**src/rtl/bp_pkg.sv**
```systemverilog
// Shared types and helpers for the 2-bit saturating branch history table.
// Counter encoding: 00 strongly not-taken .. 11 strongly taken; prediction is the MSB.
package bp_pkg;

  typedef enum logic [1:0] {
    SNT = 2'b00,
    WNT = 2'b01,
    WT  = 2'b10,
    ST  = 2'b11
  } cnt_state_e;

  localparam cnt_state_e CNT_RST = WNT;

  function automatic cnt_state_e sat_update(input cnt_state_e cur, input logic taken);
    cnt_state_e nxt;
    nxt = cur;
    unique case (cur)
      SNT:     nxt = taken ? WNT : SNT;
      WNT:     nxt = taken ? WT  : SNT;
      WT:      nxt = taken ? ST  : WNT;
      ST:      nxt = taken ? ST  : WT;
      default: nxt = CNT_RST;
    endcase
    return nxt;
  endfunction

  function automatic logic cnt_predict(input cnt_state_e cur);
    return cur[1];
  endfunction

endpackage

```
**src/rtl/bp_counter_table.sv**
```systemverilog
// Array of 2-bit saturating counters with one registered read port and one
// saturating-update write port. Reads see the pre-update value on a same-index collision.
module bp_counter_table
  import bp_pkg::*;
#(
  parameter int INDEX_BITS = 6
) (
  input  logic                  clk,
  input  logic                  rst,
  input  logic                  rd_en_i,
  input  logic [INDEX_BITS-1:0] rd_idx_i,
  output logic                  rd_taken_o,
  input  logic                  wr_en_i,
  input  logic [INDEX_BITS-1:0] wr_idx_i,
  input  logic                  wr_taken_i
);

  localparam int NUM = 1 << INDEX_BITS;

  cnt_state_e cnt_q [NUM];
  cnt_state_e wr_cnt_d;
  logic       rd_taken_q;
  logic       rd_taken_d;

  always_comb begin
    wr_cnt_d = sat_update(cnt_q[wr_idx_i], wr_taken_i);
  end

  always_ff @(posedge clk or posedge rst) begin
    if (rst) begin
      for (int i = 0; i < NUM; i++) begin
        cnt_q[i] <= CNT_RST;
      end
    end else if (wr_en_i) begin
      cnt_q[wr_idx_i] <= wr_cnt_d;
    end
  end

  // Holds the last prediction when no lookup is issued.
  always_comb begin
    rd_taken_d = rd_taken_q;
    if (rd_en_i) begin
      rd_taken_d = cnt_predict(cnt_q[rd_idx_i]);
    end
  end

  always_ff @(posedge clk or posedge rst) begin
    if (rst) begin
      rd_taken_q <= 1'b0;
    end else begin
      rd_taken_q <= rd_taken_d;
    end
  end

  assign rd_taken_o = rd_taken_q;

endmodule

```
**src/rtl/branch_predictor_bht.sv**
```systemverilog
// Bimodal branch history table: PC-indexed lookup with 1-cycle registered result,
// training from the resolution unit, and a saturating mispredict counter.
// Define BP_GSHARE_EN to XOR a global history register into the lookup index.
module branch_predictor_bht
  import bp_pkg::*;
#(
  parameter int INDEX_BITS = 6,
  parameter int ADDR_W     = 64,
  parameter int CNT_W      = 16
) (
  input  logic                  clk,
  input  logic                  rst,
  input  logic                  pred_valid,
  input  logic [ADDR_W-1:0]     pred_pc,
  output logic                  pred_out_valid,
  output logic                  pred_taken,
  output logic [INDEX_BITS-1:0] pred_index,
  input  logic                  upd_valid,
  input  logic [INDEX_BITS-1:0] upd_index,
  input  logic                  upd_taken,
  input  logic                  upd_mispredict,
  output logic [CNT_W-1:0]      mispredict_count
);

  logic [INDEX_BITS-1:0] pc_idx;
  logic [INDEX_BITS-1:0] lkp_idx;

  logic                  out_valid_q, out_valid_d;
  logic [INDEX_BITS-1:0] out_index_q, out_index_d;
  logic [CNT_W-1:0]      mis_cnt_q, mis_cnt_d;

  // Instructions are 4-byte aligned, so PC[1:0] carries no information.
  assign pc_idx = pred_pc[INDEX_BITS+1:2];

  logic unused_pc_bits;
  assign unused_pc_bits = ^{pred_pc[ADDR_W-1:INDEX_BITS+2], pred_pc[1:0]};

`ifdef BP_GSHARE_EN
  logic [INDEX_BITS-1:0] ghr_q, ghr_d;

  // History advances only on resolved branches; a same-cycle lookup sees the old value.
  always_comb begin
    ghr_d = ghr_q;
    if (upd_valid) begin
      ghr_d = {ghr_q[INDEX_BITS-2:0], upd_taken};
    end
  end

  always_ff @(posedge clk or posedge rst) begin
    if (rst) begin
      ghr_q <= '0;
    end else begin
      ghr_q <= ghr_d;
    end
  end

  assign lkp_idx = pc_idx ^ ghr_q;
`else
  assign lkp_idx = pc_idx;
`endif

  always_comb begin
    out_valid_d = pred_valid;
    out_index_d = out_index_q;
    if (pred_valid) begin
      out_index_d = lkp_idx;
    end
  end

  always_ff @(posedge clk or posedge rst) begin
    if (rst) begin
      out_valid_q <= 1'b0;
      out_index_q <= '0;
    end else begin
      out_valid_q <= out_valid_d;
      out_index_q <= out_index_d;
    end
  end

  // Resolution unit is authoritative for mispredicts; count saturates instead of wrapping.
  always_comb begin
    mis_cnt_d = mis_cnt_q;
    if (upd_valid && upd_mispredict && (mis_cnt_q != {CNT_W{1'b1}})) begin
      mis_cnt_d = mis_cnt_q + 1'b1;
    end
  end

  always_ff @(posedge clk or posedge rst) begin
    if (rst) begin
      mis_cnt_q <= '0;
    end else begin
      mis_cnt_q <= mis_cnt_d;
    end
  end

  bp_counter_table #(
    .INDEX_BITS (INDEX_BITS)
  ) u_table (
    .clk        (clk),
    .rst        (rst),
    .rd_en_i    (pred_valid),
    .rd_idx_i   (lkp_idx),
    .rd_taken_o (pred_taken),
    .wr_en_i    (upd_valid),
    .wr_idx_i   (upd_index),
    .wr_taken_i (upd_taken)
  );

  assign pred_out_valid   = out_valid_q;
  assign pred_index       = out_index_q;
  assign mispredict_count = mis_cnt_q;

endmodule

```
**config.mk**
```make
export PLATFORM = sky130hd
export DESIGN_NAME = branch_predictor_bht
export DESIGN_NICKNAME = d
export VERILOG_FILES = /design/src/rtl/bp_pkg.sv /design/src/rtl/bp_counter_table.sv /design/src/rtl/branch_predictor_bht.sv
export SDC_FILE = /design/constraint.sdc
export NUM_CORES = 1
export LEC_CHECK = 0
export ABC_AREA = 0
export CORE_UTILIZATION = 56
export DETAILED_ROUTE_END_ITERATION = 12
export GPL_ROUTABILITY_DRIVEN = 0
export PLACE_DENSITY = 0.79
export SLEW_MARGIN = 40
export SYNTH_ARGS = -nofsm -noshare
export SYNTH_HDL_FRONTEND = slang
export SYNTH_SLANG_ARGS = --single-unit
```
**constraint.sdc**
```tcl
create_clock -name clk -period 6.9 [get_ports clk]
set_clock_uncertainty 0.15 [all_clocks]
set_input_delay 1.38 -clock clk [delete_from_list [all_inputs] [get_ports clk]]
set_output_delay 1.38 -clock clk [all_outputs]
set_load 0.03 [all_outputs]
```
==> flow_metrics.env <==
export IMPL_cts_setup_buffers=0
export IMPL_max_freq_ghz=0.2072
export IMPL_start_util_pct=57.78
export IMPL_vias_per_cell=6.425
export IMPL_finalHoldViolCount=0
export IMPL_ys_seq_elements=152
export IMPL_rsz0062_at_grt="false"
export IMPL_avgSynthCellArea_sq_um=10.18
export IMPL_hold_buffers=0
export IMPL_drt_antenna_violating_nets=0
export IMPL_peakVddDrop_v=0.0002532
export IMPL_finalSetupViolCount=0
export IMPL_cts_root_buf="clkbuf_16"
export IMPL_dp_hpwl_mm=13.07
export IMPL_drtIter0Drc=827
export IMPL_cp_required_ns=7.08
export IMPL_status="finished clean"
export IMPL_power_mw=2.866
export IMPL_antenna_cells=0
export IMPL_grt_pass1_wl_mm=33.26
export IMPL_grt_overflow=0
export IMPL_synth_top_area_share_pct=27.35
export IMPL_ys_types=57
export IMPL_core_area_sq_um=13930
export IMPL_power_static_leakage_nw=3.585
export IMPL_tns_ns=0
export IMPL_design_die_area_sq_um=14860
export IMPL_synth_main_ff_cell="dfrtp_1"
export IMPL_fillerInstances=1019
export IMPL_synth_top_cells_by_count="nand2_1, nor2_1, dfrtp_1"
export IMPL_critPathMaxStageDelay_ns=0.88
export IMPL_crit_fanout=44
export IMPL_syn_area_sq_um=8051
export IMPL_clockBufferDepth=2
export IMPL_cp_start_kind="input port"
export IMPL_p_per_area_nw_per_um2=312.8
export IMPL_avgRoutedWirePerCell_um=20.70
export IMPL_yosysTopAreaCell="dfrtp_1"
export IMPL_cp_arrival_ns=5.01
export IMPL_wirelength_mm=20.60
export IMPL_seq_area_frac_synth_pct=48.24
export IMPL_post_route_drc_count=0
export IMPL_grt_start_max_net_pins=84
export IMPL_slew_headroom_pct=42.18
export IMPL_finalCritPeriodShare_pct=69.96
export IMPL_port_buffers=41
export IMPL_synthToLayoutAreaGrowth_pct=13.77
export IMPL_io_pins=100
export IMPL_hold_path_class="reg -> reg"
export IMPL_crit_path_top_delay_cell="clkdlybuf4s50_1"
export IMPL_final_nets=879
export IMPL_cts_made_buffers=17
export IMPL_path_cells="clkdlybuf4s50_1 > nor2_1 > nand2_1 > o22ai_1 > or3_1 > or4_1 > maj3_4 > buf_12 > o31ai_1"
export IMPL_dr_total_vias=6393
export IMPL_dpl_cell_area_sq_um=8489
export IMPL_htreeDepth=4
export IMPL_min_period_ns=4.827
export IMPL_die_y_um=121.9
export IMPL_die_w_um=121.9
export IMPL_grtUsageTotal_pct=30.14
export IMPL_rows=43
export IMPL_maxCapViolations=0
export IMPL_slew_viol_final=0
export IMPL_ys_async_sr_fraction_pct=100.0
export IMPL_cts_resized=0
export IMPL_cts_tree="yes"
export IMPL_synthesis_nets=868
export IMPL_antenna_found_initial=0
export IMPL_numClockSinks=152
export IMPL_end_kind="flop"
export IMPL_clock_latency_ns=0.43
export IMPL_synth_cells=791
export IMPL_critPathKind="in -> reg"
export IMPL_synth_edf_count=0
export IMPL_synth_area_top_cells="dfrtp_1, dfstp_2, mux4_2"
export IMPL_path_clk_slew_ns=0.06
export IMPL_grt_pass1_vias=6485
export IMPL_tightestPinTransition_ns=0.8652
export IMPL_dr_pass1_iters=6
export IMPL_ys_warn_count=0
export IMPL_finalInstanceArea_sq_um=9160
export IMPL_drive_gt1_share_pct=21.60
export IMPL_synthMostInstantiatedCell="nand2_1"
[metrics by stage]
stage	hold WS, ns	utilization (%)	cells	setup slack, ns
after global routing	0.3267	65.74	995	1.973
after floorplan	0.2892	-	791	1.383
after CTS	0.3117	65.52	994	1.619
final	0.3105	65.74	995	2.073
after global placement	0.2954	60.88	962	1.320
after detailed placement	0.3032	60.92	962	1.192
[cell families (layout without fill, tap and decap cells)]
group           Yosys count  count (layout)  share of synthesized area [%]
simple gates            287             287                          15.09
xor+xnor                 15              15                          1.632
mux                      73              73                          15.40
fa+ha+maj                 3               3                         0.4506
compound gates          194             194                          15.01
buf+inv                  67              91                          4.180
flops                   152             152                          48.24
[metal layers]
metal  part of all wire, %  track usage (%)  vias to the layer above  wire length (um)
li1                      -                -                     2858                 -
met1                    39            38.71                     3136              8133
met2                    50            48.59                      338             10280
met3                   8.3            7.163                       61              1710
met4                   2.3            13.58                        0               470
met5                     0                0                        -                 0
[worst max-delay path: cells and delay by family]
family                     cells  cell delay (ns)
buffers and inverters          2             1.13
adders and majority gates      1             0.50
and+or+nand+nor                4             1.48
AOI/OAI and AO/OA              2             0.48
[final timing paths]
kind	startpoint	end	slack [ns]	depth (start not counted)
min	u_table.cnt_q[86]	u_table.cnt_q[86]	0.31	2
max reg2reg	u_table.cnt_q[124]	u_table.cnt_q[18]	3.35	8
max	upd_index[5]	u_table.cnt_q[18]	2.07	9
max in group asynchronous	rst	u_table.cnt_q[119]	4.26	3
min in group asynchronous	rst	mispredict_count[1]	1.27	2
min reg2reg	u_table.cnt_q[86]	u_table.cnt_q[86]	0.31	2
[layout by cell type (no fill, tap or decap), types with 4 or more instances in the layout]
master           netlist  routed
xnor2_1               11      11
mux4_2                33      33
a31oi_1               25      25
clkbuf_16              0      17
mux2i_1               23      23
dfrtp_1               88      88
clkdlybuf4s50_1        0      37
o31ai_1                4       4
nor3_1                 6       4
inv_1                  5       4
bufinv_16              0       5
xor2_1                 4       4
a21oi_1               68      68
nand2_1              130     130
o21ai_0               11      11
or2_2                  4       4
buf_4                  1      11
a22o_1                 4       4
o31ai_4                6       6
nand3_1               11      11
o22ai_1                8       8
o21ai_2                4       4
dfstp_2               64      64
clkbuf_1              34       6
mux4_1                 5       5
nor2_1               102     100
and2_1                 7       7
nand2b_1               6       6
o21ai_1               49      49
mux2_2                12      12
[final cells by class]
cell class	instances	area, sq um	area share, %
Inverter	5	26.28	0.2868
Clock inverter	7	165.2	1.803
Timing Repair Buffer	54	519.2	5.669
Tap cell	180	225.2	2.459
Clock buffer	25	475.5	5.191
Multi-Input combinational cell	572	3865	42.19
Sequential cell	152	3884	42.40
[sequential cells by signal, indices dropped and copies added, names as in the netlist]
register,count
mispredict_count,16
pred_index,6
pred_out_valid,1
u_table.cnt_q,128
u_table.rd_taken_o,1
[where the power goes]
group	switching, mW	internal [mW]
Sequential	0.127	1.10
Combinational	0.343	0.277
Clock	0.355	0.661
Total	0.825	2.04
Note: power is estimated with default switching activity, not from simulation.
